==> config.mk <==
export PLATFORM = sky130hd
export DESIGN_NAME = core_run_ctrl
export DESIGN_NICKNAME = d
export VERILOG_FILES = /design/src/rtl/core_run_ctrl.sv
export SDC_FILE = /design/constraint.sdc
export NUM_CORES = 1
export LEC_CHECK = 0
export CORE_MARGIN = 2
export CORE_UTILIZATION = 62
export DETAILED_ROUTE_END_ITERATION = 12
export DONT_BUFFER_PORTS = 1
export PLACE_DENSITY = 0.79
export SLEW_MARGIN = 20
export SYNTH_ARGS = -nofsm -noshare
export SYNTH_HDL_FRONTEND = slang
export SYNTH_SLANG_ARGS = --single-unit
==> constraint.sdc <==
create_clock -name clk -period 2.8 [get_ports clk]
set_clock_uncertainty 0.1 [all_clocks]
set_input_delay 0.14 -clock clk [delete_from_list [all_inputs] [get_ports clk]]
set_output_delay 0.14 -clock clk [all_outputs]
set_load 0.01 [all_outputs]
==> src/rtl/core_run_ctrl.sv <==
// Run sequencer for the processor core: holds the core in reset, issues a one-cycle req,
// counts RUN cycles until done or a cycle limit, then presents the result to the host.
module core_run_ctrl #(
    parameter int CW         = 16,
    parameter int RST_CYCLES = 2,
    parameter int MAX_CYCLES = 4000,
    parameter int RW         = 8
) (
    input  logic          clk,
    input  logic          reset,
    input  logic          start,
    input  logic          abort,
    input  logic          ack,
    input  logic          core_done,
    output logic          core_reset,
    output logic          core_req,
    output logic          busy,
    output logic          result_valid,
    output logic          timeout,
    output logic [CW-1:0] cycle_count,
    output logic [RW-1:0] run_count
);

    localparam int RCW = $clog2(RST_CYCLES + 1);

    typedef enum logic [2:0] {
        IDLE = 3'd0,
        CRST = 3'd1,
        REQ  = 3'd2,
        RUN  = 3'd3,
        FIN  = 3'd4
    } state_t;

    state_t         state, state_nxt;
    logic [RCW-1:0] rst_cnt;
    logic [CW-1:0]  cyc;
    logic           run_done;
    logic           run_tmo;

    // abort outranks both completion causes; done outranks the limit.
    assign run_done = (state == RUN) && !abort && core_done;
    assign run_tmo  = (state == RUN) && !abort && !core_done && (cyc == CW'(MAX_CYCLES));

    always_comb begin
        state_nxt = state;
        case (state)
            IDLE: if (start) state_nxt = CRST;
            CRST: begin
                if (abort)                      state_nxt = IDLE;
                else if (rst_cnt <= RCW'(1))    state_nxt = REQ;
            end
            REQ:  state_nxt = abort ? IDLE : RUN;
            RUN: begin
                if (abort)                      state_nxt = IDLE;
                else if (run_done || run_tmo)   state_nxt = FIN;
            end
            FIN:  if (ack) state_nxt = IDLE;
            default: state_nxt = IDLE;
        endcase
    end

    always_ff @(posedge clk) begin
        if (!reset) begin
            state       <= IDLE;
            rst_cnt     <= '0;
            cyc         <= '0;
            timeout     <= 1'b0;
            cycle_count <= '0;
            run_count   <= '0;
        end else begin
            state <= state_nxt;
            case (state)
                IDLE: if (start) rst_cnt <= RCW'(RST_CYCLES);
                CRST: rst_cnt <= rst_cnt - RCW'(1);
                REQ:  cyc <= CW'(1);
                RUN: begin
                    if (run_done) begin
                        cycle_count <= cyc;
                        timeout     <= 1'b0;
                        run_count   <= run_count + RW'(1);
                    end else if (run_tmo) begin
                        cycle_count <= CW'(MAX_CYCLES);
                        timeout     <= 1'b1;
                        run_count   <= run_count + RW'(1);
                    end else if (!abort) begin
                        cyc <= cyc + CW'(1);
                    end
                end
                default: ;
            endcase
        end
    end

    // Core stays released in FIN so its state can still be inspected.
    assign core_reset   = (state == IDLE) || (state == CRST);
    assign core_req     = (state == REQ);
    assign busy         = (state == CRST) || (state == REQ) || (state == RUN);
    assign result_valid = (state == FIN);

endmodule

# --- Word-level counts from Yosys, hierarchy flattened ---
# Cells that the tools add are included.
totals:
  regBits: 46
  output_inout_bits: 29
  wordCells: 60
classes:
  n_addsub: 3
  magnitude_cmp: 1
  eq_ne: 12
  mux: 20
  reduce_logical: 18
ops:
  columns: ["op", "n"]
  rows:
  - ["16-bit two-way mux", 5]
  - ["16-bit one-hot mux with 2 select lines", 1]
  - ["3-bit two-way mux", 6]
  - ["16-bit by 1-bit adder with 16-bit output (second input constant)", 1]
  - ["16-bit by 12-bit equality test with 1-bit output (second input constant)", 1]
  - ["8-bit two-way mux", 2]
  - ["3-bit one-hot mux with 5 select lines", 1]
  - ["2-bit inequality test (second input constant)", 5]
  - ["8-bit by 1-bit adder with 8-bit output (second input constant)", 1]
  - ["4-bit AND reduction", 2]
  - ["3-bit by 2-bit equality test with 1-bit output (second input constant)", 2]
  - ["2-bit nonzero test", 3]
  - ["1-bit logical AND", 4]
  - ["1-bit logical OR", 4]
  - ["2-bit two-way mux", 2]
  - ["2-bit one-hot mux with 2 select lines", 1]
  - ["2-bit AND reduction", 2]
  - ["3-bit by 1-bit equality test with 1-bit output (second input constant)", 1]
  - ["3-bit equality test (second input constant)", 1]
  - ["3-bit zero test", 1]
  - ["3-bit by 2-bit inequality test with 1-bit output (second input constant)", 1]
  - ["3-bit inequality test (second input constant)", 1]
  - ["2-bit by 1-bit less-or-equal comparator with 1-bit output (second input constant)", 1]
  - ["1-bit zero test", 2]
  - ["2 further kinds", 3]

# --- Depth between registers and ports, before layout ---
# Gate-level depths: netlist of run 1.
depth:
  ltp_word: 8
  ltp_mapped: 7
  depth_no_buf: 6

# --- Worst setup path after synthesis of run 1 ---
# OpenSTA, ideal clock, no wires.
synth_timing:
  path_kind: "register -> register"
  startpoint: "reg cyc[3]"
  endpoint: "reg cycle_count[4]"
  setup_time_ns: 0.117
  arrival_time_ns: 1.720
  path_slack_ns: 0.863
  path_stages_with_launch: 6
  synth_period_minus_slack_ns: 1.937
  path_cell_list: "dfxtp_1 > buf_6 > or4b_4 > o41ai_4 > a21oi_2 > a22o_1"
synth_between:
  elab_chain_len: 4
synth_rtl:
  columns: ["item", "line", "text"]
  rows:
  - ["start, declared", "36", "logic [CW-1:0] cyc;"]
  - ["start signal, assigned", "86", "cyc <= cyc + CW'(1);"]
  - ["16-bit by 12-bit equality test with 1-bit output", "42", "assign run_tmo = (state == RUN) && !abort && !core_done && (cyc == CW'(MAX_CYCLES));"]
  - ["1-bit logical AND", "42", null]
  - ["2-bit nonzero test (no line)", null, null]
  - ["2-bit AND reduction (no line)", null, null]
  - ["end signal, assigned", "78", "cycle_count <= cyc;"]
  - ["end signal, assigned", "82", "cycle_count <= CW'(MAX_CYCLES);"]
  - ["end, declared", "20", "output logic [CW-1:0] cycle_count,"]
# No other way between the ends.
# A chain may end at the register's enable or synchronous reset.

# --- Worst setup path after layout of run 1 ---
layout_timing:
  startpoint: "reg state[0]"
  endpoint: "reg cyc[14]"
layout_between:
  elab_chain_len: 6
layout_rtl:
  columns: ["item", "line", "text"]
  rows:
  - ["start, declared", "34", "state_t state, state_nxt;"]
  - ["start signal, assigned", "71", "state <= state_nxt;"]
  - ["3-bit by 2-bit equality test with 1-bit output", "41, 42, 72", null]
  - ["1-bit logical AND", "41, 42", null]
  - ["1-bit logical AND (2 in a row)", "42", null]
  - ["2-bit inequality test (no line)", null, null]
  - ["4-bit AND reduction (no line)", null, null]
# Several ways; a longest one is shown, not always the timed one.

==> flow_summary.yaml, run 1 <==
status:
  outcome: "completed"
logic_synthesis:
  mappedNetlistArea_um2: 2190
  netlist.top_cell.by_area: "sky130_fd_sc_hd__dfxtp_1"
  ys_seq_area_share_pct: 42.0
  ys_top_cells_by_area: "sky130_fd_sc_hd__dfxtp_1 (42%), sky130_fd_sc_hd__a21oi_1 (4.3%), sky130_fd_sc_hd__a22o_1 (4.0%)"
  synth_most_common_cell: "sky130_fd_sc_hd__dfxtp_1"
  async_flop_share_pct: 0
  synthDistinctLibCells: 48
  mappedNetlistNets: 242
  yosysTopAreaCellShare_pct: 42.0
  synth_edf_count: 0
  flip_flop_and_latch_count_after_synthesis: 46
  syn_area_per_cell_um2: 9.45
  syn_inst: 232
  synth_top_flop_cell: "sky130_fd_sc_hd__dfxtp_1"
  synth_warnings: 0
  synth_commonest_cells: "sky130_fd_sc_hd__dfxtp_1 (46), sky130_fd_sc_hd__a21oi_1 (19), sky130_fd_sc_hd__nor2_1 (16), sky130_fd_sc_hd__nand2_1 (14)"
clock_network:
  clk_pin_slew_worst_setup_hold_paths_ns: 0.13
  cts_setup_buffers: 0
  ctsRootBufferMaster: "sky130_fd_sc_hd__clkbuf_4"
  cts_tree: "yes"
  ctsLongestPathBuffers: 2
  cts_buffers: 5
  htreeDepth: 2
  cts.sink_count: 46
  clock_insertion_delay_worst_skew_ns: 0.35
global_route:
  grt_max_degree: 18
  grt.overflow.total: 0
  grt_use_total_pct: 25.1
  grt_first_pass_wirelength_mm: 8.16
  number_of_global_route_vias_before_repair: 1782
  initial_antenna_violation_count: 0
drt:
  vias: 1870
  drc: 0
  ant_nets: 0
  drt_first_iter_violations: 139
  wire_per_inst_um: 17.3
  drt_first_pass_iters: 4
  vias_per_cell: 6.70
  postRouteWirelength_mm: 4.84
placement:
  io_buffer_count: 0
  pre_cts_slack_ns: 0.639
  place.detailed.hpwl_mm: 3.36
  finalWeightedCongestion: 0.955
  total_placed_cells_including_tap_cells: 267
  placed_instance_area_um2: 2200
die:
  fp.dieArea_um2: 4030
  floorplan.core_area_um2: 3360
  ioPinCount: 35
  rows: 21
  floorplan.die.height_um: 63.5
  chipWidth_um: 63.5
  starting_density_of_the_core_pct: 65.2
sta:
  unrepaired_setup_endpoints_after_global_routing: "false"
  report.final.slew_viol_count: 0
  timing.final.crit_period_ns: 2.19
  hold_viol_final: 0
  share_of_the_clock_period_used_by_the_worst_path_after_layout_pct: 78.3
  final.setup.tns_ns: 0
  worst_max_slew_pin_slew_ns: 0.679
  max_freq_mhz: 456
  setup_viol_count_final: 0
  final_worst_setup_slack_ns: 0.608
  worst_slew_margin_rel_pct: 54.6
setup_path:
  worstPathRequired_ns: 2.98
  startpoint: "state[0]"
  critPathBufInv: 0
  timing.critical_path.cells: "nand4bb_4 > or3_1 > or4_1 > a21oi_1"
  worstPathArrival_ns: 2.37
  critPathTopFamily: "simple AND/OR/NAND/NOR gates"
  worst_path_cell_with_the_longest_stage_delay: "sky130_fd_sc_hd__dfxtp_1"
  worstPathMaxFanout: 13
  regToRegStartpoint: "state[0]"
  timing.critical_path.to_type: "flip-flop"
  crit_type: "flip-flop to flip-flop"
  critPathMaxStageDelay_ns: 0.56
  setup.worst_path.start_class: "flip-flop"
power_and_ir_drop:
  power.density_nw_per_um2: 460
  static-leakage-power_nw: 0.767
  ir_worst_vdd_mv: 0.264
final_layout:
  stdcell_area_um2: 2300
  fin_cells: 279
  layout-area-overhead-vs-synth_pct: 4.79
  num-nets-final: 242
  final_layout_size_suffix_gt1_share_pct: 10.3
  antenna-diode-count: 0
hold_path:
  classification_of_the_worst_slack_hold_path: "input pin to flip-flop"
  holdCritStartpoint: "core_done"
flow_run:
  max_cap_violations: 0
## final cells by class
cell class	count	area (um2)
timing repair buffer	6	55.1
sequential	46	921
inverter	7	26.3
tap	46	57.6
multi-input combinational	166	1180
fill	286	1070
clock buffer	7	55.1
clock inverter	1	5.00
## per-layer routing
metal / GRT usage (%) / up-vias / wire [um]
met2: 43.3 / 58 / 2450
li1: - / 893 / -
met3: 7.14 / 10 / 273
met4: 8.97 / 0 / 60
met1: 29.7 / 909 / 2060
met5: 0 / - / 0
## worst register-to-register path: stages (launching register included)
cell                        delay, ns
sky130_fd_sc_hd__dfxtp_1         0.56
sky130_fd_sc_hd__nand4bb_4       0.26
sky130_fd_sc_hd__or3_1           0.52
sky130_fd_sc_hd__or4_1           0.53
sky130_fd_sc_hd__a21oi_1         0.16
## state kept, by name (all words and copies together) (netlist names)
name         flops
timeout          1
cycle_count     16
run_count        8
rst_cnt          2
state            3
cyc             16
## report_power, final
group	internal, mW	leakage [nW]	switching, mW
clock network	0.122	0.0353	0.197
logic	0.0266	0.361	0.0415
registers	0.661	0.371	0.00994
## repair_timing
action,in CTS,in global routing
endpoints found under the hold margin,18,0
resized for setup,0,0
hold buffers,4,0
## cells in the final DEF, fill, tap and decap left out, types with 2 or more instances in the layout
cell,netlist,final
sky130_fd_sc_hd__a21oi_1,19,19
sky130_fd_sc_hd__o21ai_0,7,7
sky130_fd_sc_hd__nand4_1,8,8
sky130_fd_sc_hd__o31ai_1,8,8
sky130_fd_sc_hd__ha_1,4,4
sky130_fd_sc_hd__buf_4,0,2
sky130_fd_sc_hd__nand2_1,14,14
sky130_fd_sc_hd__or3_1,10,10
sky130_fd_sc_hd__inv_1,6,6
sky130_fd_sc_hd__o21a_1,2,2
sky130_fd_sc_hd__a22o_1,10,10
sky130_fd_sc_hd__xnor2_1,4,4
sky130_fd_sc_hd__and3_1,2,2
sky130_fd_sc_hd__dlygate4sd3_1,0,4
sky130_fd_sc_hd__o221a_2,6,6
sky130_fd_sc_hd__and4_1,2,2
sky130_fd_sc_hd__nor2_1,16,16
sky130_fd_sc_hd__nor4b_1,2,2
sky130_fd_sc_hd__dfxtp_1,46,46
sky130_fd_sc_hd__nand2b_1,2,2
sky130_fd_sc_hd__nor4_1,3,3
sky130_fd_sc_hd__or4_1,9,9
sky130_fd_sc_hd__o311ai_0,2,2
sky130_fd_sc_hd__nor3_1,3,3
sky130_fd_sc_hd__clkbuf_4,0,5
sky130_fd_sc_hd__and2_1,2,2
sky130_fd_sc_hd__nand3_1,8,8
sky130_fd_sc_hd__mux2i_1,4,4
## cells by family (layout without fill, tap and decap cells)
group	Yosys count	after routing	synth area share (%)
AO/OA/AOI/OAI	63	63	21.5
flip-flops	46	46	42.0
buffers and inverters	20	21	4.28
multiplexers	5	5	2.34
XOR/XNOR	4	4	1.60
AND/OR/NAND/NOR	90	90	26.0
adder cells (fa/ha/maj)	4	4	2.28
## worst paths after layout
path | cells after the start | endpoint | slack [ns]
worst max-delay path | 4 | cyc[14] | 0.61
worst min-delay path | 3 | timeout | 0.02
worst max register to register | 4 | cyc[14] | 0.61
worst min register to register | 2 | cyc[11] | 0.42
## through the flow
step	hold WS [ns]	power, mW	util (%)
global route	0.0512	1.10	68.3
CTS	0.0139	1.07	68.3
floorplan	0.189	0.735	-
finish	0.0236	1.06	68.3
global placement	0.164	0.740	65.3
detailed placement	0.166	0.744	65.3
Power figures use the tool's default switching activity.
==> run 2, diff against run 1 <==
- CORE_UTILIZATION: 62 -> 56
- PLACE_DENSITY: 0.79 -> 0.75
- clock period: 2.8 -> 1.8 ns (I/O delays scaled with it)
==> flow_summary.yaml, run 2 (synthesis results as in run 1) <==
status:
  outcome: "complete, but fails checks"
  failed_checks: "negative setup slack"
clock_network:
  cts_tree: "yes"
  htreeDepth: 2
  ctsLongestPathBuffers: 2
  clk_pin_slew_worst_setup_hold_paths_ns: 0.09
  cts_buffers: 5
  cts.sink_count: 46
  clock_insertion_delay_worst_skew_ns: 0.31
  ctsRootBufferMaster: "sky130_fd_sc_hd__clkbuf_8"
final_layout:
  final_core_utilization_pct: 82.2
  layout_common_cells: "sky130_fd_sc_hd__buf_4 (46), sky130_fd_sc_hd__dfxtp_1 (35), sky130_fd_sc_hd__nor2_1 (14)"
  antenna-diode-count: 0
  final_layout_size_suffix_gt1_share_pct: 46.2
  num-nets-final: 297
  layout-area-overhead-vs-synth_pct: 39.4
  top_regs: "cyc: 16 flops, cycle_count: 16 flops, run_count: 8 flops"
  mostFrequentLayoutCell: "sky130_fd_sc_hd__buf_4"
  final.fill_count: 223
sta:
  unrepaired_setup_endpoints_after_global_routing: "true"
  timing.final.crit_period_ns: 2.00
  max_freq_mhz: 501
  share_of_the_clock_period_used_by_the_worst_path_after_layout_pct: 111
  whs_ns: 0.0329
  report.final.slew_viol_count: 0
  final_worst_setup_slack_ns: -0.198
  hold_viol_final: 0
  worst_max_slew_pin_slew_ns: 0.602
  worst_slew_margin_rel_pct: 59.9
  setup_viol_count_final: 25
  final.setup.tns_ns: -2.92
die:
  floorplan.die.height_um: 66.6
  chipWidth_um: 66.6
  ioPinCount: 35
  starting_density_of_the_core_pct: 59.0
  rows: 22
  floorplan.core_area_um2: 3720
  fp.dieArea_um2: 4430
placement:
  place.detailed.hpwl_mm: 4.40
  finalWeightedCongestion: 0.934
  io_buffer_count: 0
setup_path:
  crit_type: "flip-flop to flip-flop"
  critPathMaxStageDelay_ns: 0.58
  worstPathRequired_ns: 1.90
  setup.worst_path.start_class: "flip-flop"
  worstPathArrival_ns: 2.10
  timing.critical_path.cells: "or4b_4 > o41ai_4 > buf_4 > a21oi_4 > a22o_1"
  worst_path_cell_with_the_longest_stage_delay: "sky130_fd_sc_hd__or4b_4"
  critPathBufInv: 1
  critPathTopFamily: "compound AO/OA/AOI/OAI gates"
  worstPathMaxFanout: 5
  timing.critical_path.to_type: "flip-flop"
global_route:
  number_of_global_route_vias_before_repair: 2095
  grt_max_degree: 14
  grt_first_pass_wirelength_mm: 10.4
  initial_antenna_violation_count: 0
  grt_use_total_pct: 31.6
  grt.overflow.total: 0
drt:
  drt_first_iter_violations: 152
  drt_first_pass_iters: 4
  drc: 0
  vias_per_cell: 6.46
  wire_per_inst_um: 21.1
  ant_nets: 0
  vias: 2170
  postRouteWirelength_mm: 7.10
power_and_ir_drop:
  static-leakage-power_nw: 1.13
  power.density_nw_per_um2: 610
  ir_worst_vdd_mv: 0.464
flow_run:
  max_cap_violations: 0
hold_path:
  classification_of_the_worst_slack_hold_path: "input pin to flip-flop"
## run 2: metal layers
layer	vias to the layer above	GRT usage, %	part of all wire, %
li1	1001	-	-
met1	1061	35.7	39
met2	90	56.9	53
met3	18	8.45	6.0
met4	0	10.7	2.3
met5	-	0	0
## run 2: power by group
| part | total (mW) | leakage, nW | internal, mW | switching (mW) |
|---|---|---|---|---|
| clock | 0.671 | 0.0482 | 0.310 | 0.361 |
| sequential | 1.04 | 0.377 | 1.02 | 0.0121 |
| combinational | 0.159 | 0.700 | 0.0696 | 0.0890 |
## run 2: what timing repair did
action	in CTS	in global routing
pin swaps	12	26
hold endpoints to repair	17	0
hold buffers	4	0
gates cloned	1	1
gates resized for setup	30	47
setup buffers	2	9
endpoints found under the setup margin	38	38
## run 2: area by class of cell
cell class	count	area, um2	share of cell area (%)
clock buffers	7	86.3	2.83
well taps	48	60.1	1.97
clock inverters	1	5.00	0.164
inverters	7	30.0	0.983
multi-input cells	167	1420	46.4
repair buffers	60	513	16.8
flip-flops and latches	46	942	30.8
## run 2: final timing paths
| kind | slack, ns | depth (start not counted) | start | endpoint |
|---|---|---|---|---|
| max reg2reg | -0.20 | 5 | cyc[6] | cycle_count[12] |
| max | -0.20 | 5 | cyc[6] | cycle_count[12] |
| min reg2reg | 0.45 | 2 | cyc[15] | cyc[15] |
| min | 0.03 | 3 | start | state[0] |
## run 2: stage by stage
step	setup WS (ns)	total power, mW	area [um2]	std cells
2_1_floorplan	-0.111	1.15	2210	232
3_3_place_gp	-0.103	1.17	2520	311
3_5_place_dp	-0.179	1.18	2520	311
4_1_cts	-0.153	1.84	2800	326
5_1_grt	-0.227	1.92	3060	336
6_report	-0.198	1.87	3060	336
## run 2: worst reg2reg max path, stage by stage (launching register included)
cell and delay [ns]:
sky130_fd_sc_hd__dfxtp_4 0.36, sky130_fd_sc_hd__or4b_4 0.58, sky130_fd_sc_hd__o41ai_4 0.33, sky130_fd_sc_hd__buf_4 0.20
sky130_fd_sc_hd__a21oi_4 0.08, sky130_fd_sc_hd__a22o_1 0.24
==> run 3, diff against run 2 <==
- CORE_UTILIZATION: 56 -> 62
- PLACE_DENSITY: 0.75 -> 0.79
- clock period: 1.8 -> 2.1 ns (I/O delays scaled with it)
==> flow_summary.yaml, run 3 (synthesis results as in run 1) <==
hold_path:
  holdPathStages: 3
  classification_of_the_worst_slack_hold_path: "input pin to flip-flop"
  min_to: "state[0]"
  holdCritStartpoint: "start"
setup_path:
  timing.critical_path.to_type: "flip-flop"
  r2r_end: "run_count[6]"
  worstPathMaxFanout: 6
  regToRegStartpoint: "cyc[0]"
  crit_type: "flip-flop to flip-flop"
  r2r_setup_slack_ns: 0.04
  setup.worst_path.start_class: "flip-flop"
  r2r.worst_path.cells: 7
  worstPathRequired_ns: 2.30
  worstPathArrival_ns: 2.25
sta:
  worst_max_slew_pin_slew_ns: 0.652
  report.final.slew_viol_count: 0
  max_freq_mhz: 486
  unrepaired_setup_endpoints_after_global_routing: "true"
  share_of_the_clock_period_used_by_the_worst_path_after_layout_pct: 97.9
  final_worst_setup_slack_ns: 0.0438
  timing.final.crit_period_ns: 2.06
  setup_viol_count_final: 0
  worst_slew_margin_rel_pct: 56.5
  hold_viol_final: 0
drt:
  drt_first_pass_iters: 4
  drc: 0
  vias: 1967
  ant_nets: 0
  vias_per_cell: 6.58
  drt_first_iter_violations: 152
  postRouteWirelength_mm: 5.46
  wire_per_inst_um: 18.2
die:
  starting_density_of_the_core_pct: 65.2
  ioPinCount: 35
  chipWidth_um: 63.5
  rows: 21
  floorplan.core_area_um2: 3360
  floorplan.die.height_um: 63.5
  fp.dieArea_um2: 4030
final_layout:
  layout-area-overhead-vs-synth_pct: 16.7
  fin_cells: 299
  mostFrequentLayoutCell: "sky130_fd_sc_hd__dfxtp_1"
  area.sequential_um2: 930
  layout_common_cells: "sky130_fd_sc_hd__dfxtp_1 (41), sky130_fd_sc_hd__buf_4 (20), sky130_fd_sc_hd__a21oi_1 (17)"
  final_layout_size_suffix_gt1_share_pct: 22.5
  final.fill_count: 250
  multiInputGateArea_um2: 1220
  num-nets-final: 262
  top_regs: "cyc: 16 flops, cycle_count: 16 flops, run_count: 8 flops"
  antenna-diode-count: 0
status:
  outcome: "completed"
placement:
  pre_cts_slack_ns: -0.0171
  place.detailed.hpwl_mm: 3.68
  io_buffer_count: 0
  finalWeightedCongestion: 0.963
  total_placed_cells_including_tap_cells: 281
clock_network:
  htreeDepth: 2
  ctsLongestPathBuffers: 2
  cts_tree: "yes"
  clock_insertion_delay_worst_skew_ns: 0.37
  ctsRootBufferMaster: "sky130_fd_sc_hd__clkbuf_4"
  clk_pin_slew_worst_setup_hold_paths_ns: 0.13
  cts_buffers: 5
  cts.sink_count: 46
flow_run:
  max_cap_violations: 0
global_route:
  grt_max_degree: 18
  number_of_global_route_vias_before_repair: 1886
  grt.overflow.total: 0
  grt_first_pass_wirelength_mm: 8.74
  grt_use_total_pct: 27.4
  initial_antenna_violation_count: 0
power_and_ir_drop:
  power.density_nw_per_um2: 662
  static-leakage-power_nw: 0.885
  ir_worst_vdd_mv: 0.552
==> run 3: worst max path at each step <==
stage                                end  startpoint  cells after the start  slack, ns
after floorplan           cycle_count[4]      cyc[3]                      5       0.16
after global placement    cycle_count[6]      cyc[5]                      4       0.13
after detailed placement    run_count[6]     cyc[14]                      5      -0.02
after CTS                   run_count[6]      cyc[0]                      7       0.01
after global routing        run_count[6]      cyc[0]                      7      -0.04
final                       run_count[6]      cyc[0]                      7       0.04
==> run 3: final cells by class <==
type | instances | share of cell area (%)
Multi-Input combinational cell | 166 | 47.6
Inverter | 7 | 1.17
Tap cell | 46 | 2.25
Clock buffer | 6 | 2.00
Clock inverter | 2 | 2.35
Sequential cell | 46 | 36.3
Timing Repair Buffer | 26 | 8.26
==> run 3: worst max-delay path, cell delays in order (launching register included) <==
cell and delay (ns):
sky130_fd_sc_hd__dfxtp_4 0.39, sky130_fd_sc_hd__inv_2 0.07, sky130_fd_sc_hd__ha_2 0.17, sky130_fd_sc_hd__and3b_2 0.20, sky130_fd_sc_hd__a41oi_2 0.15, sky130_fd_sc_hd__buf_4 0.19, sky130_fd_sc_hd__or4_1 0.54, sky130_fd_sc_hd__a21oi_2 0.18
==> run 3: routing by layer <==
layer | vias up | global-route usage [%] | routed length (um) | share of wire (%)
li1 | 928 | - | - | -
met1 | 955 | 31.7 | 2160 | 40
met2 | 73 | 47.5 | 2820 | 52
met3 | 11 | 7.68 | 373 | 6.8
met4 | 0 | 10.9 | 99 | 1.8
met5 | - | 0 | 0 | 0
==> run 3: through the flow <==
stage                     utilization (%)  TNS [ns]  hold WS (ns)  total power, mW  area (um2)
final                                76.1         0       0.00982             1.69        2560
after floorplan                         -         0         0.154            0.979        2190
after CTS                            73.4         0       0.00130             1.68        2470
after global routing                 76.1   -0.0397        0.0281             1.75        2560
after detailed placement             68.5   -0.0171         0.132            0.997        2300
after global placement               68.5         0         0.130            0.991        2300
==> run 3: repair_timing <==
item                                   CTS  global route
hold buffers                             5             0
endpoints found under the hold margin   20             0
buffers inserted                         0             4
resized for setup                        1            15
gates cloned                             0             1
pin swaps                                0             2
setup endpoints to repair                5            21
==> run 3: where the power goes <==
part / leakage, nW / switching [mW] / internal (mW) / total, mW
Combinational: 0.453 / 0.0645 / 0.0465 / 0.111
Clock: 0.0585 / 0.288 / 0.403 / 0.692
Sequential: 0.374 / 0.0106 / 0.881 / 0.892
Total: 0.885 / 0.363 / 1.33 / 1.69
